--- src/rtl/udp_line2bram.sv ---
// Unpacks one video line per UDP payload (2-byte line number + RGB triplets) into
// 24-bit pixel writes to the frame BRAM at line*H_PIX + pixel.
module udp_line2bram #(
    parameter int unsigned H_PIX   = 320,
    parameter int unsigned V_LINES = 180,
    parameter int unsigned ADDR_W  = 20
) (
    input  logic              clk,
    input  logic              xrst,
    input  logic [7:0]        rx_data,
    input  logic              rx_valid,
    input  logic              rx_sof,
    input  logic              rx_eof,
    output logic              bram_we,
    output logic [ADDR_W-1:0] bram_addr,
    output logic [23:0]       bram_wdata,
    output logic              line_done,
    output logic              frame_done,
    output logic [7:0]        err_cnt
);

    localparam int unsigned PIX_W = $clog2(H_PIX + 1);

    typedef enum logic [1:0] {StIdle, StHdrLo, StPixel, StDrop} state_t;

    state_t              st_q, st_d;
    logic [15:0]         line_q, line_d;
    logic [ADDR_W-1:0]   base_q, base_d;
    logic [PIX_W-1:0]    pix_q, pix_d;
    logic [1:0]          phase_q, phase_d;
    logic [7:0]          r_q, r_d, g_q, g_d;
    logic                drop_err_q, drop_err_d;
    logic                we_q, we_d;
    logic [ADDR_W-1:0]   addr_q, addr_d;
    logic [23:0]         wdata_q, wdata_d;
    logic                pend_q, pend_d, pend_frame_q, pend_frame_d;
    logic                line_done_q, frame_done_q;
    logic [7:0]          err_cnt_q;
    logic                err_inc;
    logic [15:0]         hdr_line;
    logic                last_b;

    // Constant multiply by H_PIX as a sum of shifted copies, one per set bit.
    function automatic logic [ADDR_W-1:0] mul_hpix(input logic [15:0] l);
        logic [ADDR_W-1:0] acc;
        acc = '0;
        for (int i = 0; i < 32; i++) begin
            if (H_PIX[i]) acc = acc + (ADDR_W'(l) << i);
        end
        return acc;
    endfunction

    assign hdr_line = {line_q[15:8], rx_data};
    assign last_b   = (phase_q == 2'd2) && (pix_q == PIX_W'(H_PIX - 1));

    always_comb begin
        st_d         = st_q;
        line_d       = line_q;
        base_d       = base_q;
        pix_d        = pix_q;
        phase_d      = phase_q;
        r_d          = r_q;
        g_d          = g_q;
        drop_err_d   = drop_err_q;
        we_d         = 1'b0;
        addr_d       = addr_q;
        wdata_d      = wdata_q;
        pend_d       = 1'b0;
        pend_frame_d = 1'b0;
        err_inc      = 1'b0;
        if (rx_valid) begin
            if (rx_sof) begin
                // sof anywhere restarts; outside IDLE it also aborts the packet in flight
                if (st_q != StIdle) err_inc = 1'b1;
                if (rx_eof) begin
                    err_inc = 1'b1;
                    st_d    = StIdle;
                end else begin
                    line_d[15:8] = rx_data;
                    st_d         = StHdrLo;
                end
            end else begin
                unique case (st_q)
                    StIdle: begin
                    end
                    StHdrLo: begin
                        line_d[7:0] = rx_data;
                        if (rx_eof) begin
                            err_inc = 1'b1;
                            st_d    = StIdle;
                        end else if (hdr_line >= 16'(V_LINES)) begin
                            err_inc    = 1'b1;
                            drop_err_d = 1'b0;
                            st_d       = StDrop;
                        end else begin
                            base_d  = mul_hpix(hdr_line);
                            pix_d   = '0;
                            phase_d = 2'd0;
                            st_d    = StPixel;
                        end
                    end
                    StPixel: begin
                        case (phase_q)
                            2'd0: begin
                                r_d     = rx_data;
                                phase_d = 2'd1;
                            end
                            2'd1: begin
                                g_d     = rx_data;
                                phase_d = 2'd2;
                            end
                            default: begin
                                we_d    = 1'b1;
                                addr_d  = base_q + ADDR_W'(pix_q);
                                wdata_d = {r_q, g_q, rx_data};
                                phase_d = 2'd0;
                                pix_d   = pix_q + 1'b1;
                            end
                        endcase
                        if (rx_eof) begin
                            st_d = StIdle;
                            if (last_b) begin
                                pend_d       = 1'b1;
                                pend_frame_d = (line_q == 16'(V_LINES - 1));
                            end else begin
                                err_inc = 1'b1;
                            end
                        end else if (last_b) begin
                            drop_err_d = 1'b1;
                            st_d       = StDrop;
                        end
                    end
                    StDrop: begin
                        if (rx_eof) begin
                            if (drop_err_q) err_inc = 1'b1;
                            st_d = StIdle;
                        end
                    end
                endcase
            end
        end
    end

    always_ff @(posedge clk or negedge xrst) begin
        if (!xrst) begin
            st_q         <= StIdle;
            line_q       <= '0;
            base_q       <= '0;
            pix_q        <= '0;
            phase_q      <= '0;
            r_q          <= '0;
            g_q          <= '0;
            drop_err_q   <= 1'b0;
            we_q         <= 1'b0;
            addr_q       <= '0;
            wdata_q      <= '0;
            pend_q       <= 1'b0;
            pend_frame_q <= 1'b0;
            line_done_q  <= 1'b0;
            frame_done_q <= 1'b0;
            err_cnt_q    <= '0;
        end else begin
            st_q         <= st_d;
            line_q       <= line_d;
            base_q       <= base_d;
            pix_q        <= pix_d;
            phase_q      <= phase_d;
            r_q          <= r_d;
            g_q          <= g_d;
            drop_err_q   <= drop_err_d;
            we_q         <= we_d;
            addr_q       <= addr_d;
            wdata_q      <= wdata_d;
            pend_q       <= pend_d;
            pend_frame_q <= pend_frame_d;
            // Done pulses trail the final write strobe by one cycle
            line_done_q  <= pend_q;
            frame_done_q <= pend_frame_q;
            if (err_inc && (err_cnt_q != 8'hFF)) err_cnt_q <= err_cnt_q + 8'd1;
        end
    end

    assign bram_we    = we_q;
    assign bram_addr  = addr_q;
    assign bram_wdata = wdata_q;
    assign line_done  = line_done_q;
    assign frame_done = frame_done_q;
    assign err_cnt    = err_cnt_q;

endmodule

--- config.mk ---
export PLATFORM = sky130hd
export DESIGN_NAME = udp_line2bram
export DESIGN_NICKNAME = d
export VERILOG_FILES = /design/src/rtl/udp_line2bram.sv
export SDC_FILE = /design/constraint.sdc
export NUM_CORES = 1
export LEC_CHECK = 0
export CAP_MARGIN = 10
export CELL_PAD_IN_SITES_DETAIL_PLACEMENT = 1
export CELL_PAD_IN_SITES_GLOBAL_PLACEMENT = 1
export CORE_MARGIN = 2
export CORE_UTILIZATION = 48
export DETAILED_ROUTE_END_ITERATION = 8
export PLACE_DENSITY_LB_ADDON = 0.2
export SYNTH_ARGS = -nofsm -noshare
export SYNTH_HDL_FRONTEND = slang
export SYNTH_SLANG_ARGS = --single-unit
export TNS_END_PERCENT = 50
--- constraint.sdc ---
create_clock -name clk -period 5 [get_ports clk]
set_input_delay 1 -clock clk [delete_from_list [all_inputs] [get_ports clk]]
set_output_delay 1 -clock clk [all_outputs]
set_load 0.005 [all_outputs]
=== After elaboration in Yosys (flattened, before gate mapping) ===
Index checks and enable logic that the tools add are counted.

* Output and inout port bits: 55
* Bits of input ports: 13
* Logic and storage cells: 110
* Register bits after elaboration: 123

* Add/sub/neg operators: 4
* Reductions and logical operators: 17
* Muxes and demuxes: 51
* Bitwise logic cells: 4
* Equal/unequal tests: 16
* $lt $le $gt $ge: 1

{| class="wikitable"
|+ Operators with widths
! operator !! number
|-
| 2-to-1 mux 20 bit || 5
|-
| 2-to-1 mux 1 bit || 30
|-
| 2-to-1 mux 9 bit || 3
|-
| adder 20 bit || 1
|-
| adder 20 x 9 -> 20 bit || 1
|-
| one-hot mux 9 bit (2 select lines) || 1
|-
| equality test 16 x 8 -> 1 bit (second input constant) || 1
|-
| >= comparator 16 x 8 -> 1 bit (second input constant) || 1
|-
| AND reduction 4 bit || 4
|-
| 2-to-1 mux 2 bit || 7
|-
| inequality test 2 bit (second input constant) || 6
|-
| AND reduction 5 bit || 2
|-
| adder 9 x 1 -> 9 bit (second input constant) || 1
|-
| equality test 9 bit (second input constant) || 1
|-
| adder 8 x 1 -> 8 bit (second input constant) || 1
|-
| inequality test 8 bit (second input constant) || 1
|-
| one-hot mux 2 bit (2 select lines) || 2
|-
| AND reduction 7 bit || 1
|-
| equality test 2 bit (second input constant) || 3
|-
| one-hot mux 2 bit (3 select lines) || 1
|-
| AND reduction 3 bit || 2
|-
| AND reduction 6 bit || 1
|-
| equality test 2 x 1 -> 1 bit (second input constant) || 2
|-
| inequality test 4 bit (second input constant) || 1
|-
| 9 further kinds || 14
|}

=== Logic depth before layout (Yosys ltp) ===
* Depth after elaboration: 8
* Gate-level depth with buffers: 9
* Gate-level depth less buffers: 9

=== Worst setup path before layout ===
Ideal clock, no wire load.

* Path kind: input port to flip-flop
* From: in rx_data[0]
* To: reg base_q[18]
* Buffers on the path: 0
* Setup time: 0.138 ns
* Path slack: 2.328 ns
* Required time: 4.862 ns
* Arrival time: 2.534 ns
* Stages on the path: 9
* Cell sequence: ha_1 inv_1 fa_1 nor2b_1 o21ai_0 a21o_1 a211oi_1 mux2i_1 o311ai_2

* Cells in the longest elaborated chain, start to end: 6
* Elaborated cells on any way between the ends: 9
* Those cells by class: add/sub: 1; order compare: 1; mux: 5; bitwise: 1; reduce/logical: 1

{| class="wikitable"
|+ Ends and longest elaborated chain
! what !! RTL line !! RTL
|-
| from (decl) || 10 || <nowiki>input logic [7:0] rx_data,</nowiki>
|-
| 2-to-1 mux 20 bit || 91 || <nowiki>end else if (hdr_line >= 16'(V_LINES)) begin</nowiki>
|-
| 2-to-1 mux 20 bit || 88 || <nowiki>if (rx_eof) begin</nowiki>
|-
| 2-to-1 mux 20 bit || 83 || <nowiki>unique case (st_q)</nowiki>
|-
| 2-to-1 mux 20 bit || 72 || <nowiki>if (rx_sof) begin</nowiki>
|-
| 2-to-1 mux 20 bit || 71 || <nowiki>if (rx_valid) begin</nowiki>
|-
| adder 20 bit || 48 || <nowiki>if (H_PIX[i]) acc = acc + (ADDR_W'(l) << i);</nowiki>
|-
| to (signal assigned) || 165 || <nowiki>base_q <= base_d;</nowiki>
|-
| to (decl) || 28 || <nowiki>logic [ADDR_W-1:0] base_q, base_d;</nowiki>
|}

Parallel ways exist; a longest one is shown, timed or not. The select of a mux whose other input is x is not followed.
A chain may end at the register's enable or synchronous reset.

=== Final worst setup path ===
* From: in rx_valid
* To: reg base_q[8]

* Cells in the longest elaborated chain, start to end: 1

{| class="wikitable"
|+ Ends and longest elaborated chain
! what !! RTL line !! RTL
|-
| from (decl) || 11 || <nowiki>input logic rx_valid,</nowiki>
|-
| AND reduction 5 bit (no source line) || n/a ||
|}

No other way between the ends.

==> reports/summary.txt <==
=================================================================================================================
Number of buffers inserted to repair setup after CTS                                                            0
Count of TritonRoute iterations in the first routing pass                                                       4
Pre-CTS setup slack                                                                                       1.25 ns
Fin area                                                                                               6960 sq um
Transition time at the pin with the least slew margin                                                     1.06 ns
Inserted Clock Buffers                                                                                         17
Filler cells                                                                                                 1174
Crit path capture type                                                                                       flop
Critical path's top delay family                                                                     simple AND/OR/NAND/NOR gates
Input/output buffers                                                                                           67
Outcome                                                                                              finished, final reports clean
Yosys Warn Count                                                                                                0
Synth Cell Area                                                                                        5580 sq um
Clock tree from TritonCTS                                                                                    done
Final Hold Vio Count                                                                                            0
Fmax                                                                                                      297 MHz
Slowest cell on crit path                                                                            sky130_fd_sc_hd__or4_1
Clk pin slew, worst setup/hold paths                                                                      0.05 ns
Post-place instance area                                                                               6370 sq um
Setup repair after global routing missed its margin                                                            no
Number of nets still failing antenna checks after routing                                                       0
Most used flip-flop cell after synthesis                                                             sky130_fd_sc_hd__dfrtp_1
Data arrival time at the worst-slack endpoint                                                             3.67 ns
Part of the power in the clock network                                                                      0.388
Total routed wirelength                                                                                   13.3 mm
Root Buffer                                                                                          sky130_fd_sc_hd__clkbuf_16
Clk buf depth                                                                                                   2
Setup violations, final                                                                                         0
Required arrival time at the worst endpoint                                                               5.30 ns
Fin crit period                                                                                           3.37 ns
Share of synthesized area spent on multiplexers                                                             0.124
Setup crit start kind                                                                                   input pin
Overall fraction of global-route tracks in use                                                              0.234
Core region area                                                                                      11400 sq um
Share of the synthesized area in compound gates (AO/OA/AOI/OAI)                                            0.0850
Buffers & Inverters on Critical Path                                                                            1
Number of instances resized during post-cts repair                                                              0
Tightest hold margin                                                                                     0.366 ns
Internal power of the cells                                                                               2210 uW
Diode insertion count for antenna repair                                                                        0
Worst Hold Path EP                                                                                      line_done
Number of top-level pins                                                                                       68
Post-synthesis simple-gate area fraction                                                                    0.138
Total of flip-flops plus latches after synthesis                                                              117
Count of different cell masters after synthesis                                                                64
Relative contribution of sequential cells to total power                                                    0.408
Nets                                                                                                          588
Routed vias                                                                                                  3894
Clock skew after layout                                                                                0.00673 ns
Top fanout value on the critical path                                                                          27
Count of flip-flops with a built-in enable after synthesis                                                      0
Remaining global-route overflow                                                                                 0
Count of final max-slew check failures                                                                          0
Comb pwr share                                                                                              0.204
Placer's final routability congestion estimate                                                              0.813
Die area                                                                                              12500 sq um
Switching share of power                                                                                    0.284
Worst-Skew Late Latency                                                                                   0.42 ns
Area of the multi-input gates                                                                          2520 sq um
Endpoint of the worst register-to-register path                                                         base_q[8]
Relative slew slack                                                                                         0.290
Largest net degree at the start of global routing                                                              86
Gate count after technology mapping                                                                           479
Async set-reset flop share out of synthesis                                                                  1.00
Sum of negative setup slack                                                                                  0 ns
Tcrit/Tclk final                                                                                            0.674
Util after Layout                                                                                           0.612
Maximum level of the CTS H-tree                                                                                 4
DRC violation total after the first TritonRoute iteration                                                     138
Antenna violations before repair                                                                                0
Cts hold-fix bufs                                                                                               0
Peak VDD IR                                                                                              0.378 mV
Number of remaining DRC errors                                                                                  0
Top library cells by usage in the layout, fill and taps aside                                        sky130_fd_sc_hd__dfrtp_1, sky130_fd_sc_hd__clkdlybuf4s50_1, sky130_fd_sc_hd__nand2_1, sky130_fd_sc_hd__mux2_2, sky130_fd_sc_hd__o21ai_0
Seq/Total Area, Yosys                                                                                       0.525
Overall die width                                                                                          112 um
Synth Area in XOR/XNOR                                                                                     0.0502
Half-perimeter wire length after placement                                                                8.98 mm
Sequential cell area                                                                                   2930 sq um
Avg WL per Cell                                                                                           18.8 um
Starting utilization of the core area                                                                       0.491
Leakage power of the design                                                                            0.00317 uW
Critical R2R Launch                                                                                       st_q[1]
Mapped Avg Cell Area                                                                                   11.7 sq um
Clock tree sinks                                                                                              117
Type of the most critical hold path                                                                    reg -> reg
Share of cells above drive strength 1                                                                       0.193
Number of cell instances on the worst register-to-register path                                                 5
Vertical die dimension                                                                                     112 um
Register-to-Register Setup Slack                                                                          2.26 ns
Max incr delay on CP                                                                                      0.99 ns
Detailed-route vias per instance                                                                             5.50
Least setup slack across all paths after layout                                                           1.63 ns
Number of standard-cell rows in the floorplan                                                                  39
Hold wc startpoint                                                                                         pend_q
Count of max-cap constraint violations                                                                          0
Arithmetic-cell share of the synthesized area counting full adders, half adders and majority gates         0.0543
Via count of the first global-routing pass                                                                   4299
Total power divided by cell area                                                                      443 nW/um^2
Global-route wire length before repair                                                                    22.7 mm
Post-synth net total                                                                                          515
Combinational family with the most area after synthesis                                              simple AND/OR/NAND/NOR gates
Area added between synthesis and finish                                                                     24.7%
Kind of critical path                                                                                   in -> reg
Number of cells on the worst hold path                                                                          0
Commonest non-fill, non-tap cell in the layout                                                       sky130_fd_sc_hd__dfrtp_1
Reported net switching power                                                                               875 uW
Cells along the critical path                                                                        clkdlybuf4s50_1, and2b_1, nand2_1, or4_1, mux2_4
=================================================================================================================
==> worst max path at each step <==
stage,start,end,slack [ns],cells past startpoint
finish,rx_valid,base_q[8],1.63,5
global route,rx_valid,base_q[6],1.48,5
CTS,rx_valid,base_q[8],1.67,5
floorplan,rx_data[0],base_q[18],2.33,9
global placement,rx_valid,base_q[6],1.34,5
detailed placement,rx_valid,base_q[8],1.25,5
==> layer usage <==
metal  vias to the layer above  global-route usage  part of all wire
met1                      1958               0.288              0.43
met2                        72               0.394              0.51
met5                         -                   0                 0
met4                         0              0.0897             0.021
li1                       1836                   -                 -
met3                        28              0.0631             0.039
==> metrics by stage <==
| step | power [uW] | cells |
|---|---|---|
| 2_1_floorplan | 1630 | 479 |
| 3_3_place_gp | 1840 | 676 |
| 3_5_place_dp | 1900 | 676 |
| 4_1_cts | 3120 | 708 |
| 5_1_grt | 3250 | 708 |
| 6_report | 3080 | 708 |
==> state kept, by name, summed over array words and instances, names as in the netlist, 2 cells and up <==
| signal | cells |
|---|---|
| st_q | 2 |
| bram_wdata | 24 |
| err_cnt | 8 |
| g_q | 8 |
| line_q | 16 |
| r_q | 8 |
| phase_q | 2 |
| bram_addr | 20 |
| base_q | 14 |
| pix_q | 9 |
==> synthesized netlist by cell type (all sizes together) (2+ instances only) <==
cell type  count  area [sq um]
and3           9          56.3
a21boi         2          15.0
nand3          6          35.0
nand3b         2          15.0
mux2i          2          20.0
or2            2          12.5
nor4           4          61.3
nand4b         3          26.3
nor2b          4          25.0
mux2          59           672
xnor2         17           149
and4           2          18.8
inv           16          60.1
nor3           3          15.0
or3            2          12.5
o21ai         38           190
nor2          18          67.6
a21o           2          15.0
nand4         11          68.8
nor3b          2          20.0
o31ai          4          43.8
dfrtp        117          2930
xor2          15           131
nand2b         4          25.0
ha            21           263
fa             2          40.0
clkbuf         4          15.0
o311ai         2          42.6
a31oi          4          25.0
buf           11          58.8
nand2         62           238
a211oi         2          15.0
a21oi         10          50.1
==> kinds of logic (layout without fill, tap and decap cells) <==
family | count (synthesis) | count (layout)
adder cells (fa/ha/maj) | 23 | 23
AND/OR/NAND/NOR | 142 | 142
flip-flops | 117 | 117
multiplexers | 61 | 61
buffers and inverters | 31 | 117
XOR/XNOR | 32 | 32
AO/OA/AOI/OAI | 73 | 73
==> worst reg2reg max path, stage by stage, from the launching register on <==
cell and delay (ns):
sky130_fd_sc_hd__dfrtp_1 0.41, sky130_fd_sc_hd__inv_1 0.12, sky130_fd_sc_hd__ha_1 0.30, sky130_fd_sc_hd__nand2_1 0.36, sky130_fd_sc_hd__or4_1 0.99, sky130_fd_sc_hd__mux2_4 0.44
==> power groups by stage <==
| stage | combinational [uW] | clock [uW] | sequential [uW] |
|---|---|---|---|
| 2_1_floorplan | 403 | 0 | 1230 |
| 3_3_place_gp | 590 | 0 | 1250 |
| 3_5_place_dp | 629 | 0 | 1270 |
| 4_1_cts | 639 | 1220 | 1260 |
| 5_1_grt | 702 | 1260 | 1280 |
| 6_report | 629 | 1200 | 1260 |
==> final cells by class <==
| type | count | share of cell area |
|---|---|---|
| sequential | 117 | 0.421 |
| multi-input combinational | 331 | 0.362 |
| clock buffer | 22 | 0.0696 |
| clock inverter | 10 | 0.0147 |
| timing repair buffer | 69 | 0.0982 |
| tap | 143 | 0.0257 |
| inverter | 16 | 0.00863 |
Power figures use the tool's default switching activity.
